--- config.mk ---
export PLATFORM = sky130hd
export DESIGN_NAME = rram_xbar_seq
export DESIGN_NICKNAME = d
export VERILOG_FILES = /design/src/rtl/rram_xbar_seq.sv
export SDC_FILE = /design/constraint.sdc
export NUM_CORES = 1
export LEC_CHECK = 0
export CAP_MARGIN = 10
export CORE_MARGIN = 3
export CORE_UTILIZATION = 35
export DETAILED_ROUTE_END_ITERATION = 6
export SLEW_MARGIN = 20
export SYNTH_ARGS = -nofsm -noshare
export SYNTH_HDL_FRONTEND = slang
export SYNTH_SLANG_ARGS = --single-unit
--- constraint.sdc ---
create_clock -name clk -period 2.3 [get_ports clk]
set_input_delay 0.46 -clock clk [delete_from_list [all_inputs] [get_ports clk]]
set_output_delay 0.46 -clock clk [all_outputs]
set_load 0.02 [all_outputs]
--- src/rtl/rram_xbar_seq.sv ---
// rram_xbar_seq: timed command sequencer for a 4x4 RRAM crossbar.
// It produces the registered Dwl/Dsl/Dbl/Dset drives for a SET (program
// row) or an inference READ. It captures the synchronised comparator bits
// and returns a one-cycle response.
// Optional write-verify loop: define RRAM_VERIFY_EN.
module rram_xbar_seq #(
    parameter int PULSE_CYC  = 8,
    parameter int SETTLE_CYC = 4,
    parameter int GAP_CYC    = 2,
    parameter int MAX_RETRY  = 3
) (
    input  logic       clk,
    input  logic       rst_n,
    input  logic       cmd_valid,
    output logic       cmd_ready,
    input  logic       cmd_op,
    input  logic [1:0] cmd_row,
    input  logic [3:0] cmd_data,
    output logic [3:0] Dwl,
    output logic [3:0] Dsl,
    output logic [3:0] Dbl,
    output logic       Dset,
    input  logic [3:0] sum_bit,
    output logic       rsp_valid,
    output logic [3:0] rsp_data,
    output logic       rsp_err,
    output logic       busy
);

    typedef enum logic [3:0] {
        IDLE,
        WR_SETUP,
        WR_PULSE,
        WR_HOLD,
        RD_BIAS,
        RD_SAMPLE,
`ifdef RRAM_VERIFY_EN
        VFY_BIAS,
        VFY_CHECK,
`endif
        GAP
    } state_t;

    localparam logic [7:0] PULSE_LAST  = 8'(PULSE_CYC - 1);
    localparam logic [7:0] SETTLE_LAST = 8'(SETTLE_CYC - 1);
    localparam logic [7:0] GAP_LAST    = 8'(GAP_CYC - 1);

    state_t     state_q, state_d;
    logic [7:0] cnt_q, cnt_d;
    logic [1:0] row_q;
    logic [3:0] data_q;
    logic [3:0] sync_a, sync_b;

    logic       accept;
    logic [1:0] row_nx;
    logic [3:0] data_nx;
    logic [3:0] dwl_d, dbl_d;
    logic       dset_d;
    logic       rsp_valid_d, rsp_err_d;
    logic [3:0] rsp_data_d;

`ifdef RRAM_VERIFY_EN
    logic [2:0] retry_q, retry_d;
    logic       redo_q, redo_d;
`endif

    assign accept  = cmd_valid && (state_q == IDLE);
    // The drives for the first state of a command are decoded from the
    // command inputs, because the latch is only written on the accept edge.
    assign row_nx  = accept ? cmd_row  : row_q;
    assign data_nx = accept ? cmd_data : data_q;

    // Next-state, cycle counter, response and drive decode.
    always_comb begin
        // NOTE: every signal gets a default before the case statement. A path that leaves one unassigned would infer a latch.
        state_d     = state_q;
        cnt_d       = cnt_q;
        rsp_valid_d = 1'b0;
        rsp_data_d  = 4'b0000;
        rsp_err_d   = 1'b0;
`ifdef RRAM_VERIFY_EN
        retry_d     = retry_q;
        redo_d      = redo_q;
`endif
        case (state_q)
            IDLE: begin
                if (accept) begin
                    cnt_d   = '0;
                    state_d = cmd_op ? WR_SETUP : RD_BIAS;
`ifdef RRAM_VERIFY_EN
                    retry_d = '0;
                    redo_d  = 1'b0;
`endif
                end
            end
            WR_SETUP: begin
                cnt_d   = '0;
                state_d = WR_PULSE;
            end
            WR_PULSE: begin
                if (cnt_q == PULSE_LAST) begin
                    cnt_d   = '0;
                    state_d = WR_HOLD;
                end else begin
                    cnt_d = cnt_q + 8'd1;
                end
            end
            WR_HOLD: begin
                cnt_d = '0;
`ifdef RRAM_VERIFY_EN
                state_d = VFY_BIAS;
`else
                state_d     = GAP;
                rsp_valid_d = 1'b1;
`endif
            end
            RD_BIAS: begin
                if (cnt_q == SETTLE_LAST) begin
                    cnt_d   = '0;
                    state_d = RD_SAMPLE;
                end else begin
                    cnt_d = cnt_q + 8'd1;
                end
            end
            RD_SAMPLE: begin
                cnt_d       = '0;
                state_d     = GAP;
                rsp_valid_d = 1'b1;
                rsp_data_d  = sync_b;
            end
`ifdef RRAM_VERIFY_EN
            VFY_BIAS: begin
                if (cnt_q == SETTLE_LAST) begin
                    cnt_d   = '0;
                    state_d = VFY_CHECK;
                end else begin
                    cnt_d = cnt_q + 8'd1;
                end
            end
            VFY_CHECK: begin
                cnt_d   = '0;
                state_d = GAP;
                if (sync_b == data_q) begin
                    rsp_valid_d = 1'b1;
                    rsp_data_d  = sync_b;
                end else if (retry_q < 3'(MAX_RETRY)) begin
                    retry_d = retry_q + 3'd1;
                    redo_d  = 1'b1;
                end else begin
                    rsp_valid_d = 1'b1;
                    rsp_data_d  = sync_b;
                    rsp_err_d   = 1'b1;
                end
            end
`endif
            GAP: begin
                if (cnt_q == GAP_LAST) begin
                    cnt_d = '0;
`ifdef RRAM_VERIFY_EN
                    state_d = redo_q ? WR_SETUP : IDLE;
                    redo_d  = 1'b0;
`else
                    state_d = IDLE;
`endif
                end else begin
                    cnt_d = cnt_q + 8'd1;
                end
            end
            default: begin
                cnt_d   = '0;
                state_d = IDLE;
            end
        endcase

        // The drives follow the state being entered, so each registered drive lines up with its state.
        dwl_d  = 4'b0000;
        dbl_d  = 4'b0000;
        dset_d = 1'b0;
        case (state_d)
            WR_SETUP, WR_HOLD: begin
                dset_d = 1'b1;
                dbl_d  = data_nx;
            end
            WR_PULSE: begin
                dset_d = 1'b1;
                dbl_d  = data_nx;
                dwl_d  = 4'b0001 << row_nx;
            end
            RD_BIAS, RD_SAMPLE: begin
                dbl_d = 4'b1111;
                dwl_d = data_nx;
            end
`ifdef RRAM_VERIFY_EN
            VFY_BIAS, VFY_CHECK: begin
                dbl_d = 4'b1111;
                dwl_d = 4'b0001 << row_nx;
            end
`endif
            default: begin
                dwl_d  = 4'b0000;
                dbl_d  = 4'b0000;
                dset_d = 1'b0;
            end
        endcase
    end

    // State register, cycle counter and command latch.
    always_ff @(posedge clk or negedge rst_n) begin
        if (!rst_n) begin
            state_q <= IDLE;
            cnt_q   <= '0;
            row_q   <= '0;
            data_q  <= '0;
        end else begin
            // NOTE: sequential state uses non-blocking assignments, so every flop samples values from before the edge.
            state_q <= state_d;
            cnt_q   <= cnt_d;
            if (accept) begin
                row_q  <= cmd_row;
                data_q <= cmd_data;
            end
        end
    end

`ifdef RRAM_VERIFY_EN
    // Retry bookkeeping for the write-verify loop.
    always_ff @(posedge clk or negedge rst_n) begin
        if (!rst_n) begin
            retry_q <= '0;
            redo_q  <= 1'b0;
        end else begin
            retry_q <= retry_d;
            redo_q  <= redo_d;
        end
    end
`endif

    // Two-flop synchroniser for the asynchronous comparator outputs.
    always_ff @(posedge clk or negedge rst_n) begin
        if (!rst_n) begin
            sync_a <= '0;
            sync_b <= '0;
        end else begin
            sync_a <= sum_bit;
            sync_b <= sync_a;
        end
    end

    // Registered outputs. The async clear drops every drive the moment reset asserts.
    always_ff @(posedge clk or negedge rst_n) begin
        if (!rst_n) begin
            Dwl       <= '0;
            Dsl       <= '0;
            Dbl       <= '0;
            Dset      <= 1'b0;
            rsp_valid <= 1'b0;
            rsp_data  <= '0;
            rsp_err   <= 1'b0;
            cmd_ready <= 1'b1;
            busy      <= 1'b0;
        end else begin
            Dwl       <= dwl_d;
            Dsl       <= 4'b0000;
            Dbl       <= dbl_d;
            Dset      <= dset_d;
            rsp_valid <= rsp_valid_d;
            rsp_data  <= rsp_data_d;
            rsp_err   <= rsp_err_d;
            cmd_ready <= (state_d == IDLE);
            busy      <= (state_d != IDLE);
        end
    end

endmodule

## After elaboration in Yosys (flattened, before gate mapping)

Cells that the tools add are included.

| operators by class | value |
|---|---|
| add/sub/neg operators | 1 |
| equality and inequality tests | 15 |
| shift operators | 1 |
| multiplexer cells | 18 |
| reductions and logical operators | 7 |

Operator list:

| operator | number |
|---|---|
| 8-bit 2-to-1 mux | 4 |
| 8-bit case mux with 4 select lines | 1 |
| 4-bit 2-to-1 mux | 6 |
| 4-bit case mux with 6 select lines | 1 |
| 4-bit by 3-bit equality test with 1-bit output (second input constant) | 5 |
| 4-bit by 2-bit equality test with 1-bit output (second input constant) | 4 |
| 4-bit case mux with 2 select lines | 2 |
| 8-bit by 1-bit adder with 8-bit output (second input constant) | 1 |
| 4-bit by 1-bit equality test with 1-bit output (second input constant) | 2 |
| 8-bit by 1-bit equality test with 1-bit output (second input constant) | 1 |
| 8-bit by 2-bit equality test with 1-bit output (second input constant) | 1 |
| 8-bit by 3-bit equality test with 1-bit output (second input constant) | 1 |
| 4-bit logical NOT | 2 |
| 4-bit nonzero test | 1 |
| 2-bit OR reduction | 2 |
| 1-bit by 2-bit << shifter with 4-bit output (first input constant) | 1 |
| 3-bit 2-to-1 mux | 1 |
| 3-bit OR reduction | 1 |
| 1-bit 2-to-1 mux | 2 |
| 2-bit 2-to-1 mux | 1 |
| 2-bit inequality test (second input constant) | 1 |
| 1-bit logical AND | 1 |

| word-level totals | value |
|---|---|
| flip-flop bits (word level) | 42 |
| input bits | 14 |
| output and inout port bits | 21 |
| word-level logic and storage cells | 55 |

## Longest topological paths before layout

| logic depth | value |
|---|---|
| depth after elaboration | 7 |
| depth in mapped cells | 8 |
| mapped depth without buffers | 7 |

## Worst setup path before layout

No wires, ideal clock.

| timing path | value |
|---|---|
| path type | reg-to-reg |
| start | reg cnt_q[1] |
| end | reg busy |
| arrival | 1.664 ns |
| data required time | 2.165 ns |
| setup slack | 0.501 ns |
| stages on the path, launching flop included | 7 |
| path buffers | 0 |
| clock period less this slack | 1.799 ns |
| path through | dfrtp_1 -> inv_1 -> ha_1 -> or4b_4 -> o21ai_2 -> a31oi_2 -> or3_4 |

| between the ends | value |
|---|---|
| word-level cells in the longest chain between the ends | 4 |
| elaborated cells on any way between the ends | 8 |
| classes of those cells | 3 x eq/ne; 4 x mux; 1 x reduce/logical |

RTL lines:

| element | line | RTL |
|---|---|---|
| start, declared | 49 | `logic [7:0] cnt_q, cnt_d;` |
| start signal, assigned | 217 | `cnt_q <= cnt_d;` |
| 8-bit by 1-bit equality test with 1-bit output, or another cell as far along | 157 | `if (cnt_q == GAP_LAST) begin` |
| 4-bit 2-to-1 mux, on equally long branches | 157, 101, 118 |  |
| 4-bit case mux with 6 select lines * | 85 | `case (state_q)` |
| net state_d[1] | 48 | `state_t state_q, state_d;` |
| 4-bit nonzero test * | 270 | `busy <= (state_d != IDLE);` |
| end signal, assigned | 270 |  |
| end, declared | 27 | `output logic busy` |

The timed path passes the listed nets; every way through them passes the cells marked *.
A chain may end at the register's enable or synchronous reset.

## Worst setup path in the final report

Ends and elaborated chain as after synthesis.

==> qor.csv <==
stage;metric;value;unit
global_route;grt_max_degree;21;
setup_path;crit_end;busy;
global_route;grt_overflow;0;
run;cap_violations;0;
placed_design;gp_congestion;0.796;
sta;tns;0;ns
drt;via_per_inst;4.94;
worst_hold_path;min_path_type;in2async;
global_route;grt_pass1_vias;1355;
synthesis;syn-cell-area;1850;um^2
synthesis;syn_inst;161;
synthesis;synthFlopType;dfrtp_1;
pwr;clockPowerShare;29.2;%
clocking;ctsHoldBuffers;0;
setup_path;critPathCaptureType;flop;
finish;n_fill_cell;462;
setup_path;r2r_end;busy;
pwr;p_sw_share;29.1;%
drt;antenna_left;0;
finish;nets;214;
pwr;power_density;838;nW/um^2
finish;seqCellArea;1050;um^2
setup_path;path_max_fanout;4;
setup_path;r2r_cells;6;
outcome;run_status;complete, no violations;
die;start_util;37.7;%
sta;timing.final.ws_setup;0.346;ns
synthesis;synth-edff-count;0;
pwr;p_int;1.38;mW
finish;multi_input_area;718;um^2
synthesis;ys_types;48;
placed_design;port_buffers;29;
finish;final_util;47.3;%
die;std_cell_rows;25;
pwr;leakagePower;1.07;nW
global_route;antenna_found_initial;0;
pwr;vdd_drop_max;364;uV
finish;fin_area;2320;um^2
clocking;postCtsSetupBuffers;0;
placed_design;dpl_worst_slack;0.104;ns
synthesis;seq_area_frac_synth;56.9;%
drt;post-route-drc-count;0;
finish;n_antenna_cell;0;
drt;vias;1314;
die;ios;35;
sta;finalCritPeriodShare;85.0;%
finish;instances_no_fill;266;
global_route;grt_pass1_wl;6400;um
synthesis;syn_area_per_cell;11.5;um^2
clocking;clk_path_buf_depth;2;
sta;rsz0062_at_grt;false;
sta;finalSetupViolCount;0;
placed_design;post_dp_cell_area;2210;um^2
setup_path;r2r_slack;0.35;ns
setup_path;required;2.46;ns
die;die_w;78.7;um
drt;drt_pre_antenna_iters;4;
placed_design;dpl.cell_count;258;
clocking;clk_pin_slew;0.08;ns
die;die_h;78.7;um
setup_path;critPathKind;reg2reg;
sta;finalClockSkew;0.0104;ns
die;design.core.area;4910;um^2
clocking;cts_resized;0;
setup_path;critPathLaunchType;flop;
drt;routed_wirelength;3790;um
pwr;pwr-share-seq;46.7;%
sta;layout_min_cycle_time;1.95;ns
synthesis;ys_ff_latch;42;
clocking;cts_sinks;42;
sta;max_freq;0.512;GHz
finish;drive_above_1_share;14.6;%
die;die-area;6200;um^2
sta;report.final.slew_viol_count;0;
clocking;cts_tree;yes;
synthesis;yosysWarningCount;0;
clocking;clock_latency;0.29;ns
finish;area_growth;25.4;%
clocking;clockRootBuffer;clkbuf_8;
pwr;comb_power_share;24.1;%
pwr;design_power_total;1.95;mW
drt;drtIter0Drc;92;
synthesis;synthArstFlopShare;100;%
setup_path;crit_arrival;2.11;ns
placed_design;dp_hpwl;2790;um
setup_path;r2r_start;cnt_q[1];
clocking;cts-htree-levels;2;
sta;whs;0.0992;ns
drt;wl_per_cell;14.3;um
sta;hold_viol_final;0;
global_route;gr-usage-all-layers;13.2;%
clocking;cts_made_buffers;5;
setup_path;crit_path_start;cnt_q[1];
pwr;p_sw;0.567;mW
power by group through the flow:
stage	sequential, mW	combinational, mW	clock (mW)
after floorplan	0.952	0.247	0
after global placement	0.918	0.457	0
after detailed placement	0.918	0.470	0
after CTS	0.908	0.473	0.589
after global routing	0.920	0.513	0.626
final	0.909	0.468	0.568
per-layer routing:
layer	vias up	global-route usage [%]	wire, um
met3	3	4.20	183
met2	24	23.5	1970
met1	652	15.5	1610
li1	635	-	-
met4	0	2.97	27
met5	-	0	0
cell usage in the layout (no fill, tap or decap), types with 2 or more instances in the layout:
| cell type | netlist | routed |
|---|---|---|
| nor3b_1 | 6 | 6 |
| o22ai_1 | 5 | 5 |
| o21ai_1 | 6 | 6 |
| nand3_1 | 2 | 2 |
| ha_1 | 2 | 2 |
| a31oi_1 | 4 | 4 |
| nand2b_1 | 4 | 4 |
| and2_1 | 4 | 4 |
| conb_1 | 1 | 6 |
| o21ai_2 | 2 | 2 |
| nand2_1 | 6 | 6 |
| inv_1 | 10 | 10 |
| a21o_1 | 5 | 5 |
| nor2b_1 | 3 | 3 |
| mux2_2 | 3 | 3 |
| buf_4 | 7 | 4 |
| o21ai_0 | 5 | 5 |
| nor2_1 | 8 | 8 |
| and3_1 | 3 | 3 |
| clkdlybuf4s50_1 | 0 | 28 |
| dfrtp_1 | 41 | 41 |
| mux2i_1 | 5 | 5 |
| nor3_1 | 3 | 3 |
| clkbuf_8 | 0 | 5 |
worst min-delay path by stage:
stage | cells after the start | startpoint | endpoint | slack [ns]
after floorplan | 0 | rst_n | Dbl[0] | 0.16
after global placement | 0 | sync_a[2] | sync_b[2] | 0.33
after detailed placement | 0 | sync_a[2] | sync_b[2] | 0.34
after CTS | 1 | rst_n | cnt_q[0] | 0.12
after global routing | 1 | rst_n | cnt_q[6] | 0.13
final | 1 | rst_n | cnt_q[6] | 0.1
cell type report:
class	count	share of cell area, %
Inverter	11	1.78
Multi-Input combinational cell	105	30.9
Clock buffer	6	3.13
Clock inverter	2	1.62
Sequential cell	42	45.3
Tap cell	67	3.61
Timing Repair Buffer	33	13.6
cells by family (layout without fill, tap and decap cells):
group / count (synthesis) / after routing / share of synthesized area [%]
other: 1 / 6 / 0.203
muxes: 8 / 8 / 4.53
buffers and inverters: 19 / 52 / 5.34
and+or+nand+nor: 51 / 51 / 17.0
DFF: 42 / 42 / 56.9
xor gates and xnor gates: 1 / 1 / 0.473
adders and majority gates: 2 / 2 / 1.35
AOI/OAI and AO/OA: 37 / 37 / 14.3
registers in the layout (all words and copies together), names as in the netlist:
name	flops
data_q	4
state_q	4
rsp_valid	1
sync_b	4
cnt_q	8
busy	1
rsp_data	4
row_q	2
cmd_ready	1
Dset	1
sync_a	4
Dbl	4
Dwl	4
worst max-delay path, cell delays in order (launching register included):
cell and delay [ns]:
dfrtp_1 0.40, inv_1 0.08, ha_1 0.18, or4b_4 0.48, o21ai_2 0.14, a31oi_2 0.14, or3_4 0.40
cells in the mapped netlist (2+ instances only):
cell | count | area, um^2
nor3b_1 | 6 | 45.0
a21o_1 | 5 | 37.5
nor3_1 | 3 | 15.0
nor2b_1 | 3 | 18.8
buf_4 | 7 | 52.6
a31oi_1 | 4 | 25.0
nand3_1 | 2 | 10.0
nor2_1 | 8 | 30.0
nand2b_1 | 4 | 25.0
and3_1 | 3 | 18.8
inv_1 | 10 | 37.5
and2_1 | 4 | 25.0
o21ai_0 | 5 | 25.0
ha_1 | 2 | 25.0
nand2_1 | 6 | 22.5
o22ai_1 | 5 | 31.3
mux2_2 | 3 | 33.8
dfrtp_1 | 41 | 1030
mux2i_1 | 5 | 50.1
o21ai_2 | 2 | 17.5
o21ai_1 | 6 | 30.0
(Power assumes the default switching activity.)
